==> src/rtl/posit_accum_seq.sv <==
// posit_accum_seq
// Sequencing front-end for a multi-cycle posit adder (es=2). It folds a
// packet of posit terms, delimited by in_last, into a single running sum.
// Only one add is ever in flight: the running sum goes out on add_in1 and
// the new term on add_in2. The FSM then waits for add_done, however long
// that takes, before it accepts the next term. A NaR term, or an inf
// report from the adder, makes the packet result NaR.
//
// Ports
//   clk, reset_n           clock, synchronous active-low reset
//   in_data/valid/last     term stream in; in_ready is the accept side
//   add_in1/add_in2        registered adder operands (sum, term)
//   add_start              registered one-cycle issue pulse
//   add_result/done/inf    adder response; ignored outside WAIT
//   out_data/inf/count     packet result, held stable while out_valid
//   out_valid/out_ready    result handshake
module posit_accum_seq #(
    parameter int NBITS = 32,
    parameter int CNTW  = 16
) (
    input  logic             clk,
    input  logic             reset_n,
    input  logic [NBITS-1:0] in_data,
    input  logic             in_valid,
    input  logic             in_last,
    output logic             in_ready,
    output logic [NBITS-1:0] add_in1,
    output logic [NBITS-1:0] add_in2,
    output logic             add_start,
    input  logic [NBITS-1:0] add_result,
    input  logic             add_done,
    input  logic             add_inf,
    output logic [NBITS-1:0] out_data,
    output logic             out_inf,
    output logic [CNTW-1:0]  out_count,
    output logic             out_valid,
    input  logic             out_ready
);

    typedef enum logic [1:0] {
        IDLE   = 2'd0,
        ACCUM  = 2'd1,
        WAIT   = 2'd2,
        OUTPUT = 2'd3
    } state_t;

    localparam logic [NBITS-1:0] NAR     = {1'b1, {(NBITS-1){1'b0}}};
    localparam logic [NBITS-1:0] ZERO    = {NBITS{1'b0}};
    localparam logic [CNTW-1:0]  CNT_MAX = {CNTW{1'b1}};
    localparam logic [CNTW-1:0]  CNT_ONE = {{(CNTW-1){1'b0}}, 1'b1};
    localparam logic [CNTW-1:0]  CNT_0   = {CNTW{1'b0}};

    // NaR is the single pattern with only the sign bit set.
    function automatic logic is_nar(input logic [NBITS-1:0] v);
        return (v == NAR);
    endfunction

    // The term count sticks at all-ones instead of wrapping.
    function automatic logic [CNTW-1:0] sat_inc(input logic [CNTW-1:0] c);
        if (c == CNT_MAX) begin
            return c;
        end else begin
            return c + CNT_ONE;
        end
    endfunction

    state_t           state_r, state_nx_s;
    logic [NBITS-1:0] acc_r, acc_nx_s;
    logic [CNTW-1:0]  count_r, count_nx_s;
    logic             inf_r, inf_nx_s;
    logic             last_r, last_nx_s;
    logic             issue_s;
    logic             accept_s;
    logic             in_ready_r;
    logic [NBITS-1:0] add_in1_r, add_in2_r;
    logic             add_start_r;
    logic [NBITS-1:0] out_data_r;
    logic             out_inf_r;
    logic [CNTW-1:0]  out_count_r;
    logic             out_valid_r;

    // While reset is held, nothing is offered upstream.
    assign in_ready  = in_ready_r & reset_n;
    assign accept_s  = in_valid & in_ready;
    assign add_in1   = add_in1_r;
    assign add_in2   = add_in2_r;
    assign add_start = add_start_r;
    assign out_data  = out_data_r;
    assign out_inf   = out_inf_r;
    assign out_count = out_count_r;
    assign out_valid = out_valid_r;

    // State register.
    always_ff @(posedge clk) begin
        if (!reset_n) begin
            state_r <= IDLE;
        end else begin
            state_r <= state_nx_s;
        end
    end

    // Next-state logic and the next value of the accumulator context.
    always_comb begin
        state_nx_s = state_r;
        acc_nx_s   = acc_r;
        count_nx_s = count_r;
        inf_nx_s   = inf_r;
        last_nx_s  = last_r;
        issue_s    = 1'b0;
        case (state_r)
            IDLE: begin
                if (accept_s) begin
                    // The first term seeds the sum directly; no add is needed.
                    acc_nx_s   = in_data;
                    count_nx_s = CNT_ONE;
                    inf_nx_s   = is_nar(in_data);
                    last_nx_s  = in_last;
                    state_nx_s = in_last ? OUTPUT : ACCUM;
                end else begin
                    state_nx_s = IDLE;
                end
            end
            ACCUM: begin
                if (accept_s) begin
                    issue_s    = 1'b1;
                    last_nx_s  = in_last;
                    count_nx_s = sat_inc(count_r);
                    inf_nx_s   = inf_r | is_nar(in_data);
                    state_nx_s = WAIT;
                end else begin
                    state_nx_s = ACCUM;
                end
            end
            WAIT: begin
                if (add_done) begin
                    acc_nx_s   = add_result;
                    inf_nx_s   = inf_r | add_inf;
                    state_nx_s = last_r ? OUTPUT : ACCUM;
                end else begin
                    state_nx_s = WAIT;
                end
            end
            OUTPUT: begin
                if (out_ready) begin
                    acc_nx_s   = ZERO;
                    count_nx_s = CNT_0;
                    inf_nx_s   = 1'b0;
                    last_nx_s  = 1'b0;
                    state_nx_s = IDLE;
                end else begin
                    state_nx_s = OUTPUT;
                end
            end
            default: begin
                state_nx_s = IDLE;
            end
        endcase
    end

    // Accumulator context, adder issue and registered handshake outputs.
    always_ff @(posedge clk) begin
        if (!reset_n) begin
            acc_r       <= ZERO;
            count_r     <= CNT_0;
            inf_r       <= 1'b0;
            last_r      <= 1'b0;
            in_ready_r  <= 1'b1;
            add_in1_r   <= ZERO;
            add_in2_r   <= ZERO;
            add_start_r <= 1'b0;
            out_data_r  <= ZERO;
            out_inf_r   <= 1'b0;
            out_count_r <= CNT_0;
            out_valid_r <= 1'b0;
        end else begin
            acc_r       <= acc_nx_s;
            count_r     <= count_nx_s;
            inf_r       <= inf_nx_s;
            last_r      <= last_nx_s;
            in_ready_r  <= (state_nx_s == IDLE) || (state_nx_s == ACCUM);
            add_start_r <= issue_s;
            if (issue_s) begin
                add_in1_r <= acc_r;
                add_in2_r <= in_data;
            end
            out_valid_r <= (state_nx_s == OUTPUT);
            if (state_nx_s == OUTPUT) begin
                // A NaR anywhere in the packet forces the canonical NaR result.
                out_data_r  <= inf_nx_s ? NAR : acc_nx_s;
                out_inf_r   <= inf_nx_s;
                out_count_r <= count_nx_s;
            end else begin
                out_data_r  <= ZERO;
                out_inf_r   <= 1'b0;
                out_count_r <= CNT_0;
            end
        end
    end

endmodule

==> config.mk <==
export PLATFORM = sky130hd
export DESIGN_NAME = posit_accum_seq
export DESIGN_NICKNAME = d
export VERILOG_FILES = /design/src/rtl/posit_accum_seq.sv
export SDC_FILE = /design/constraint.sdc
export NUM_CORES = 1
export LEC_CHECK = 0
export ABC_AREA = 1
export CAP_MARGIN = 5
export CELL_PAD_IN_SITES_DETAIL_PLACEMENT = 1
export CELL_PAD_IN_SITES_GLOBAL_PLACEMENT = 1
export CORE_MARGIN = 1.5
export CORE_UTILIZATION = 36
export CTS_CLUSTER_DIAMETER = 200
export DETAILED_ROUTE_END_ITERATION = 10
export GPL_TIMING_DRIVEN = 0
export PLACE_DENSITY = 0.81
export SLEW_MARGIN = 20
export SYNTH_ARGS = -nofsm -noshare
export SYNTH_HDL_FRONTEND = slang
export SYNTH_SLANG_ARGS = --single-unit
==> constraint.sdc <==
create_clock -name clk -period 4.86 [get_ports clk]
set_clock_uncertainty 0.1 [all_clocks]
set_input_delay 0.729 -clock clk [delete_from_list [all_inputs] [get_ports clk]]
set_output_delay 0.729 -clock clk [all_outputs]
set_load 0.03 [all_outputs]
After elaboration in Yosys (flattened, before gate mapping)
Index checks and enable logic that the tools add are counted.
{ "totals": {"out_inout_bits": 116, "regBits": 168, "input_bits": 71, "elab_cells": 65} }
{ "op_classes": {"eq_ne": 9, "addsub": 1, "reduce_logical": 8, "n_mux": 27, "bitwise": 6} }
{ "op_table": {"columns": ["op", "n"], "rows": [
  ["2-to-1 mux 32 bit", 4],
  ["case mux 32 bit (3 select lines)", 1],
  ["2-to-1 mux 16 bit", 4],
  ["case mux 16 bit (3 select lines)", 1],
  ["== test 32 bit, second input constant", 1],
  ["adder 16 x 1 -> 16 bit, second input constant", 1],
  ["== test 16 bit, second input constant", 1],
  ["2-to-1 mux 2 bit", 6],
  ["2-to-1 mux 1 bit", 8],
  ["case mux 2 bit (4 select lines)", 1],
  ["== test 2 bit, second input constant", 3],
  ["== test 2 x 1 -> 1 bit, second input constant", 2],
  ["logical NOT 2 bit", 2],
  ["case mux 1 bit (4 select lines)", 1],
  ["AND reduction 3 bit", 1],
  ["OR reduction 3 bit", 1],
  ["bitwise AND 1 bit", 2],
  ["!= test 2 x 1 -> 1 bit, second input constant", 1],
  ["!= test 2 bit, second input constant", 1],
  ["NOT 1 bit", 2],
  ["OR 1 bit", 2],
  ["case mux 1 bit (2 select lines)", 1],
  ["AND reduction 2 bit", 1],
  ["nonzero test 2 bit", 1],
  ["2 further kinds", 2]
]} }

Logic depth before layout (Yosys ltp)
Gate-level depths: netlist (run 1).
{ "logic_depth": {"depth_word": 7, "ltp_mapped": 12, "mapped_depth_nobuf": 12} }

Least setup slack after synthesis (run 1)
No wires, ideal clock.
{ "synth_path": {"kind": "input-to-output", "startpoint": "in reset_n", "endpoint": "out in_ready", "required_ns": 4.031, "arrival_ns": 1.683, "stages": 5, "n_path_buf": 3, "slack_ns": 2.348, "cell_sequence": "buf_2 > clkbuf_1 > clkbuf_1 > nand2_1 > inv_1"} }
{ "synth_via": {"elab_chain_cells": 1} }
{ "synth_lines": {"columns": ["item", "line", "rtl"], "rows": [
  ["start, declared", "22", "input logic reset_n,"],
  ["bitwise AND 1 bit", "83", "assign in_ready = in_ready_r & reset_n;"],
  ["end, declared", "26", "output logic in_ready,"]
]} }
No other way between the ends.

Final worst setup path (run 1)
Same ends and word-level chain as after synthesis.

==> results of run 1 <==
[critical path, stage by stage]
cell	delay, ns
clkdlybuf4s50_1	0.48
buf_2	0.28
clkbuf_1	0.34
clkbuf_1	0.52
nand2_1	0.10
inv_1	0.07
clkdlybuf4s50_1	0.68
[layout by cell type (no fill, tap or decap), types with 21 or more instances in the layout]
cell,n
a21oi_1,83
nand3_1,29
clkbuf_1,21
o21ai_0,79
nor2_1,138
nand2_1,102
dfxtp_1,168
clkdlybuf4s50_1,186
inv_1,161
o22ai_1,31
[worst max path at each step]
stage	from	end	slack, ns	depth (start not counted)
after detailed placement	reset_n	in_ready	0.80	7
after global routing	reset_n	in_ready	0.65	7
final	reset_n	in_ready	0.81	7
after floorplan	reset_n	in_ready	2.35	5
after CTS	reset_n	in_ready	0.79	7
after global placement	reset_n	in_ready	0.82	7
[logic make-up (layout without fill, tap and decap cells)]
group	count (synthesis)	count (layout)
compound gates	201	201
buf+inv	208	426
fa+ha+maj	1	1
xor+xnor	1	1
simple gates	303	303
flops	168	168
[through the flow]
step / total power [uW] / std cells / hold WS, ns / worst slack (ns)
final: 3324 / 1329 / 0.3854 / 0.8111
after global routing: 3436 / 1329 / 0.4069 / 0.6507
after CTS: 3341 / 1329 / 0.3928 / 0.7879
after detailed placement: 1903 / 1297 / 0.3772 / 0.7985
after global placement: 1890 / 1297 / 0.3619 / 0.8227
after floorplan: 1713 / 882 / 0.3664 / 2.348
[registers in the layout, indices dropped and copies added (netlist names)]
signal	cells
last_r	1
in_ready_r	1
add_start	1
out_valid	1
count_r	16
inf_r	1
add_in1	32
out_inf	1
state_r	2
out_count	16
acc_r	32
out_data	32
add_in2	32
[power groups by stage]
stage | registers [uW] | clock network (uW) | logic, uW
after floorplan | 1520 | 0 | 192
after global placement | 1480 | 0 | 412
after detailed placement | 1480 | 0 | 423
after CTS | 1450 | 1460 | 428
after global routing | 1450 | 1520 | 465
final | 1450 | 1450 | 426
[layout make-up]
cell class	count	area, um^2
sequential	168	3363
tap	229	286.5
clock inverter	14	183.9
fill	2248	8636
buffer	40	205.2
inverter	168	630.6
timing repair buffer	186	1862
multi-input combinational	506	2419
clock buffer	18	439.2
[layer usage]
layer | wire length (um) | global-route usage (%)
met5 | 11 | 0
met3 | 973 | 5.283
met2 | 11260 | 41.16
met4 | 558 | 9.695
met1 | 9909 | 28.39
==> flow_summary.json, run 1 <==
{
  "ir_drop_mv": 0.2608,
  "layout.nets": 1159,
  "drive_above_1_share_pct": 7.455,
  "synthSimpleGateAreaFrac_pct": 20.00,
  "cts_buffer_depth": 2,
  "synth_common_cells": "dfxtp_1, inv_1, nor2_1",
  "routedWlPerCell_um": 17.09,
  "synth_compound_area_share_pct": 16.22,
  "yosys.area_share.adder_pct": 0.1891,
  "grt_max_degree": 17,
  "synth_edf_count": 0,
  "rsz0062_at_grt": "no",
  "yosysWarnings": 0,
  "syn_inst": 882,
  "max_slew_margin_pct": 54.78,
  "gr-total-overflow": 0,
  "power_frac_comb_pct": 12.8,
  "synthTopCellsByArea": "dfxtp_1, inv_1, nor2_1",
  "reg2reg_to": "acc_r[11]",
  "grt_pass1_wl_um": 35440,
  "globalplace.congestion": 0.8562,
  "ys.flop_type": "dfxtp_1",
  "finalMaxSlewViolations": 0,
  "synth.area.mux_share_pct": 0,
  "netSwitchingPower_uw": 898.2,
  "power_density_nw_per_um2": 354.0,
  "cts.sink_count": 168,
  "num_vias": 6452,
  "period_needed_ns": 4.049,
  "drcViolationCount": 0,
  "dpl.hpwl_um": 16660,
  "holdPathEnd": "add_in1[0]",
  "p_int_uw": 2426,
  "cts_buffers": 17,
  "ios": 187,
  "fin_area_um2": 9389,
  "ys_seq_area_share_pct": 50.82,
  "cp.arrival_ns": 3.22,
  "netlist.area_leader.share_pct": 50.82,
  "hold_class": "register to register",
  "wirelength_um": 22710,
  "antenna_left": 0,
  "end_kind": "output port",
  "ff2ff_path_depth": 10,
  "synth_cell_types": 41,
  "status": "completed",
  "drt_iter0_markers": 283,
  "final_core_util_pct": 52.09,
  "syn-cell-area_um2": 6618,
  "hold_viol_final": 0,
  "max_freq_mhz": 247.0,
  "die_y_um": 138.6,
  "crit_type": "input port to output port",
  "cp_max_fo": 10,
  "syn_to_final_growth_pct": 41.88,
  "worstHoldStart": "add_in1[0]",
  "core_um2": 18020,
  "seqPwrFrac_pct": 43.6,
  "synth_seq_cells": 168,
  "tightest_slew_ns": 0.6783,
  "post_cts_resize_count": 0,
  "synth_area_per_cell_um2": 7.503,
  "swShare_pct": 27.02,
  "cts_tree": "built",
  "hold_buffers": 0,
  "syn-num-nets": 954,
  "clkTransAtPathRegs_ns": 0.07,
  "num_antenna_cells": 0,
  "yosysMostFrequentCell": "dfxtp_1",
  "final.setup.tns_ns": 0,
  "synth_top_family_by_area": "simple AND/OR/NAND/NOR gates",
  "drtPass1Iterations": 4,
  "p_leak_uw": 0.004263,
  "portBuffers": 186,
  "place_area_um2": 8766,
  "grt_pass1_vias": 6693,
  "start_kind": "input port",
  "clkPwrFrac_pct": 43.6,
  "start_util_pct": 36.71,
  "grt_usage_pct": 23.71,
  "synth-xor-area-share_pct": 0.1324,
  "timing.rr.start": "state_r[1]",
  "rows": 49,
  "period_share_pct": 83.31,
  "yosysTopAreaCell": "dfxtp_1",
  "vias_per_cell": 4.855,
  "cap_violations": 0,
  "h-tree-depth": 4,
  "setup_violations": 0,
  "whs_path_depth": 2,
  "die_area_um2": 19200,
  "die_w_um": 138.6,
  "rrSetupSlack_ns": 2.72,
  "ys_async_sr_fraction_pct": 0,
  "antenna_found_initial": 1,
  "clk_latency_ns": 0.43,
  "worst_ep_required_time_ns": 4.03,
  "ctsRootBufferMaster": "clkbuf_16",
  "post_cts_buffers": 0
}
(Power assumes the default switching activity.)
==> run 2: changes to the inputs <==
--- a/config.mk
+++ b/config.mk
@@ -10,11 +10,11 @@
 export CELL_PAD_IN_SITES_DETAIL_PLACEMENT = 1
 export CELL_PAD_IN_SITES_GLOBAL_PLACEMENT = 1
 export CORE_MARGIN = 1.5
-export CORE_UTILIZATION = 36
+export CORE_UTILIZATION = 34
 export CTS_CLUSTER_DIAMETER = 200
 export DETAILED_ROUTE_END_ITERATION = 10
 export GPL_TIMING_DRIVEN = 0
-export PLACE_DENSITY = 0.81
+export PLACE_DENSITY = 0.77
 export SLEW_MARGIN = 20
 export SYNTH_ARGS = -nofsm -noshare
 export SYNTH_HDL_FRONTEND = slang
==> constraint.sdc (replaced) <==
create_clock -name clk -period 4.25 [get_ports clk]
set_clock_uncertainty 0.1 [all_clocks]
set_input_delay 0.6375 -clock clk [delete_from_list [all_inputs] [get_ports clk]]
set_output_delay 0.6375 -clock clk [all_outputs]
set_load 0.03 [all_outputs]
==> run 2 against run 1 <==
  * Cell area is essentially flat
  * Via count shrank 2.3%
  * Global-route usage shrank 1.5 points
  * Utilization shrank 2.4 points
  * Clock power grew 5%
  * Power grew 10%
  * Sequential cell count is the same
  * Critical endpoint unchanged
==> flow_summary.json, run 2 (same netlist as run 1, synthesis figures left out) <==
{
  "status": "completed",
  "grt_max_degree": 17,
  "setup_violations": 0,
  "ctsRootBufferMaster": "clkbuf_16",
  "num_vias": 6306,
  "rsz0062_at_grt": "no",
  "post_cts_resize_count": 0,
  "clkTransAtPathRegs_ns": 0.06,
  "die_y_um": 142.5,
  "finalMaxSlewViolations": 0,
  "drive_above_1_share_pct": 7.364,
  "grt_pass1_vias": 6439,
  "drcViolationCount": 0,
  "final_cell_mix": "clkdlybuf4s50_1, dfxtp_1, inv_1",
  "cts_buffers": 17,
  "crit_type": "input port to output port",
  "cts_buffer_depth": 2,
  "power_density_nw_per_um2": 389.8,
  "period_share_pct": 89.18,
  "portBuffers": 186,
  "grt_pass1_wl_um": 34330,
  "hold_class": "register to register",
  "tightest_slew_ns": 0.6459,
  "fin_area_um2": 9384,
  "place_area_um2": 8805,
  "cap_violations": 0,
  "routedWlPerCell_um": 16.29,
  "antenna_left": 0,
  "layout.cells.most_common": "clkdlybuf4s50_1",
  "final_core_util_pct": 49.67,
  "cts_tree": "built",
  "clk_latency_ns": 0.42,
  "cp.arrival_ns": 3.05,
  "gr-total-overflow": 0,
  "rows": 50,
  "die_w_um": 142.5,
  "timing.rr.start": "state_r[0]",
  "fill_cells": 2342,
  "wirelength_um": 22170,
  "start_kind": "input port",
  "p_leak_uw": 0.004239,
  "final.setup.tns_ns": 0,
  "layout_setup_ws_ns": 0.4601,
  "max_slew_margin_pct": 56.94,
  "die_area_um2": 20310,
  "critPathLaunch": "reset_n",
  "post_cts_buffers": 0,
  "period_needed_ns": 3.790,
  "drtPass1Iterations": 4,
  "dpl.hpwl_um": 16500,
  "multi_input_area_um2": 2419,
  "max_stage_delay_ns": 0.68,
  "post-place-ws_ns": 0.4025,
  "worst_ep_required_time_ns": 3.51,
  "ios": 187,
  "ir_drop_mv": 0.2731,
  "antenna_found_initial": 2,
  "start_util_pct": 35.03,
  "slowest_stage": "clkdlybuf4s50_1",
  "end_kind": "output port",
  "core_um2": 18890,
  "worstHoldStart": "add_in1[5]",
  "cp_max_fo": 10,
  "cp_num_buf_inv": 6,
  "seq_area_um2": 3363,
  "globalplace.congestion": 0.8535,
  "grt_usage_pct": 22.17,
  "cts.sink_count": 168,
  "hold_viol_final": 0,
  "vias_per_cell": 4.633,
  "h-tree-depth": 4,
  "drt_iter0_markers": 212,
  "max_freq_mhz": 263.9,
  "crit_family": "buffers and inverters",
  "layout.nets": 1159,
  "crit_path_cell_trace": "clkdlybuf4s50_1 -> buf_2 -> clkbuf_1 -> clkbuf_1 -> nand2_1 -> inv_1 -> clkdlybuf4s50_1",
  "syn_to_final_growth_pct": 41.80,
  "hold_buffers": 0
}
## run 2: area by class of cell
class                      instances  area share (%)
antenna                            1         0.02667
buffer                            40           2.187
clock buffer                      19           4.720
clock inverter                    13           1.427
inverter                         168           6.720
multi-input combinational        506           25.77
sequential                       168           35.84
tap                              260           3.467
timing repair buffer             186           19.84
## run 2: path summary, 6_finish.rpt
path,to,slack [ns],cells after the start
worst max-delay path,in_ready,0.46,7
worst min-delay path,add_in1[5],0.38,2
worst max register to register,add_in2[22],2.11,7
worst min register to register,add_in1[5],0.38,2
## run 2: layer usage
metal / global-route usage [%] / vias up / share of wire, %
met3: 4.812 / 28 / 4.1
met5: 0 / - / 0
met2: 37.25 / 127 / 49
li1: - / 3165 / -
met1: 27.66 / 2986 / 45
met4: 8.627 / 0 / 2.0
## run 2: through the flow
step	total power, uW	hold WS, ns	std cells
after floorplan	1959	0.3664	882
after global placement	2163	0.3613	1328
final	3658	0.3832	1361
after detailed placement	2176	0.3716	1328
after global routing	3812	0.4061	1360
after CTS	3693	0.3870	1360
## run 2: report_power, final
part           switching, uW  internal [uW]  total, uW
Sequential              29.5           1630       1660
Clock                    676            841       1520
Combinational            295            188        483
## run 2: worst reg2reg max path: stages, from the launching register on
cell,delay (ns)
dfxtp_1,0.43
inv_2,0.09
nor2_4,0.26
nand2_4,0.15
clkinv_1,0.24
clkbuf_1,0.47
o21ai_0,0.18
a21oi_1,0.15
==> run 3: changes to the inputs <==
--- a/config.mk
+++ b/config.mk
@@ -15,6 +15,8 @@
 export DETAILED_ROUTE_END_ITERATION = 10
 export GPL_TIMING_DRIVEN = 0
 export PLACE_DENSITY = 0.77
+export RECOVER_POWER = 25
+export REMOVE_ABC_BUFFERS = 1
 export SLEW_MARGIN = 20
 export SYNTH_ARGS = -nofsm -noshare
 export SYNTH_HDL_FRONTEND = slang
==> run 3 against run 2 <==
  * Utilization is 0.37 points lower
  * Setup slack better by 0.48 ns
  * Non-clock buffer count is 38 lower
  * Sequential cell count stayed put
  * Die area stayed put
  * Wire length is 4.1% lower
  * Clock power is 11% higher
  * Sequential share of layout area is 0.27 points higher
  * Count of clock-buffer cells in the layout is 1 higher
  * Cell count is 2.8% lower
  * Combinational power is 2% lower
  * Cell area is 0.75% lower
==> flow_summary.json, run 3 (same netlist as run 1, synthesis figures left out) <==
{
  "status": "completed",
  "post_cts_resize_count": 0,
  "layout_setup_ws_ns": 0.9370,
  "clkTransAtPathRegs_ns": 0.07,
  "finalMaxSlewViolations": 0,
  "antenna_left": 0,
  "cts_buffer_depth": 2,
  "core_um2": 18890,
  "ios": 187,
  "layout.cells.most_common": "dfxtp_1",
  "hold_class": "register to register",
  "grt_max_degree": 99,
  "final_cell_mix": "dfxtp_1, inv_1, nor2_1",
  "portBuffers": 186,
  "hold_ws_ns": 0.3757,
  "grt_pass1_vias": 6350,
  "clk_latency_ns": 0.42,
  "drtPass1Iterations": 6,
  "die_w_um": 142.5,
  "ir_drop_mv": 0.2704,
  "die_area_um2": 20310,
  "syn_to_final_growth_pct": 40.74,
  "h-tree-depth": 4,
  "crit_type": "input port to register",
  "die_y_um": 142.5,
  "post-place-ws_ns": 0.7815,
  "num_vias": 6214,
  "cp.arrival_ns": 3.55,
  "cp_max_fo": 38,
  "ctsRootBufferMaster": "clkbuf_16",
  "drive_above_1_share_pct": 6.215,
  "rows": 50,
  "worst_ep_required_time_ns": 4.49,
  "period_needed_ns": 3.313,
  "period_share_pct": 77.95,
  "globalplace.congestion": 0.7933,
  "cap_violations": 0,
  "setup_violations": 0,
  "post_cts_buffers": 0,
  "rsz0062_at_grt": "no",
  "vias_per_cell": 4.697,
  "grt_pass1_wl_um": 33580,
  "cts_tree": "built",
  "drt_iter0_markers": 234,
  "routedWlPerCell_um": 16.06,
  "final_cell_count_no_fill": 1323,
  "layout.nets": 1121,
  "max_freq_mhz": 301.8,
  "max_slew_margin_pct": 3.318,
  "gr-total-overflow": 0,
  "start_util_pct": 35.03,
  "hold_buffers": 0,
  "start_kind": "input port",
  "grt_usage_pct": 21.51,
  "end_kind": "register",
  "cts.sink_count": 168,
  "wirelength_um": 21250,
  "drcViolationCount": 0,
  "dpl.hpwl_um": 14320,
  "cts_buffers": 17,
  "place_inst": 1290,
  "tightest_slew_ns": 1.449,
  "antenna_found_initial": 1,
  "p_leak_uw": 0.004407,
  "power_uw": 3803,
  "power_density_nw_per_um2": 408.3,
  "hold_viol_final": 0
}
==> run 3: cell types whose count changed in the layout (fill, tap and decap cells not counted), moves of 4 or more <==
cell	change
buf_6	-4
clkbuf_1	-21
dlygate4sd3_1	+68
clkdlybuf4s50_1	-69
buf_2	-11
==> run 3: critical path, cell delays in order <==
cell     delay [ns]
buf_4          0.38
nand3_2        0.34
nor2_2         0.25
inv_1          0.63
nand4_2        0.27
nand2_2        0.12
nor2_8         0.18
nand3_4        0.42
nor2_1         0.27
==> run 3: metrics by stage <==
stage	area (um^2)	util [%]	TNS [ns]
CTS	9311	49.28	0
floorplan	6412	-	0
detailed placement	8668	45.88	0
global route	9314	49.30	0
global placement	8600	45.52	-510.37
finish	9314	49.30	0
==> run 3: power by group <==
group          internal (uW)  switching (uW)  total [uW]  leakage [uW]
clock network           1020             653        1680      0.000304
registers               1630            27.1        1660       0.00136
logic                    181             290         471       0.00274
==> run 3: routing by layer <==
layer	share of wire [%]	vias to the layer above	routed length (um)	track usage, %
met4	2.0	0	433	7.705
met1	44	2937	9413	25.87
met3	5.6	30	1193	5.922
li1	-	3103	-	-
met5	0	-	0	0
met2	48	144	10210	36.71
==> run 3: layout make-up <==
class                   instances  area (um^2)
clock inverters                12        186.4
fillers                      2333         9579
diodes                          1        2.502
multi-input cells             506         2430
flip-flops and latches        168         3363
inverters                     168        635.6
repair buffers                188         1914
well taps                     260        325.3
clock buffers                  20        456.7
==> run 3: path summary, 6_finish.rpt <==
path                                   from           end  slack, ns  depth (start not counted)
worst max register to register   state_r[1]  out_data[16]       1.28                          9
worst min register to register  add_in1[19]   add_in1[19]       0.38                          2
worst max-delay path                reset_n  out_data[16]       0.94                          9
worst min-delay path            add_in1[19]   add_in1[19]       0.38                          2
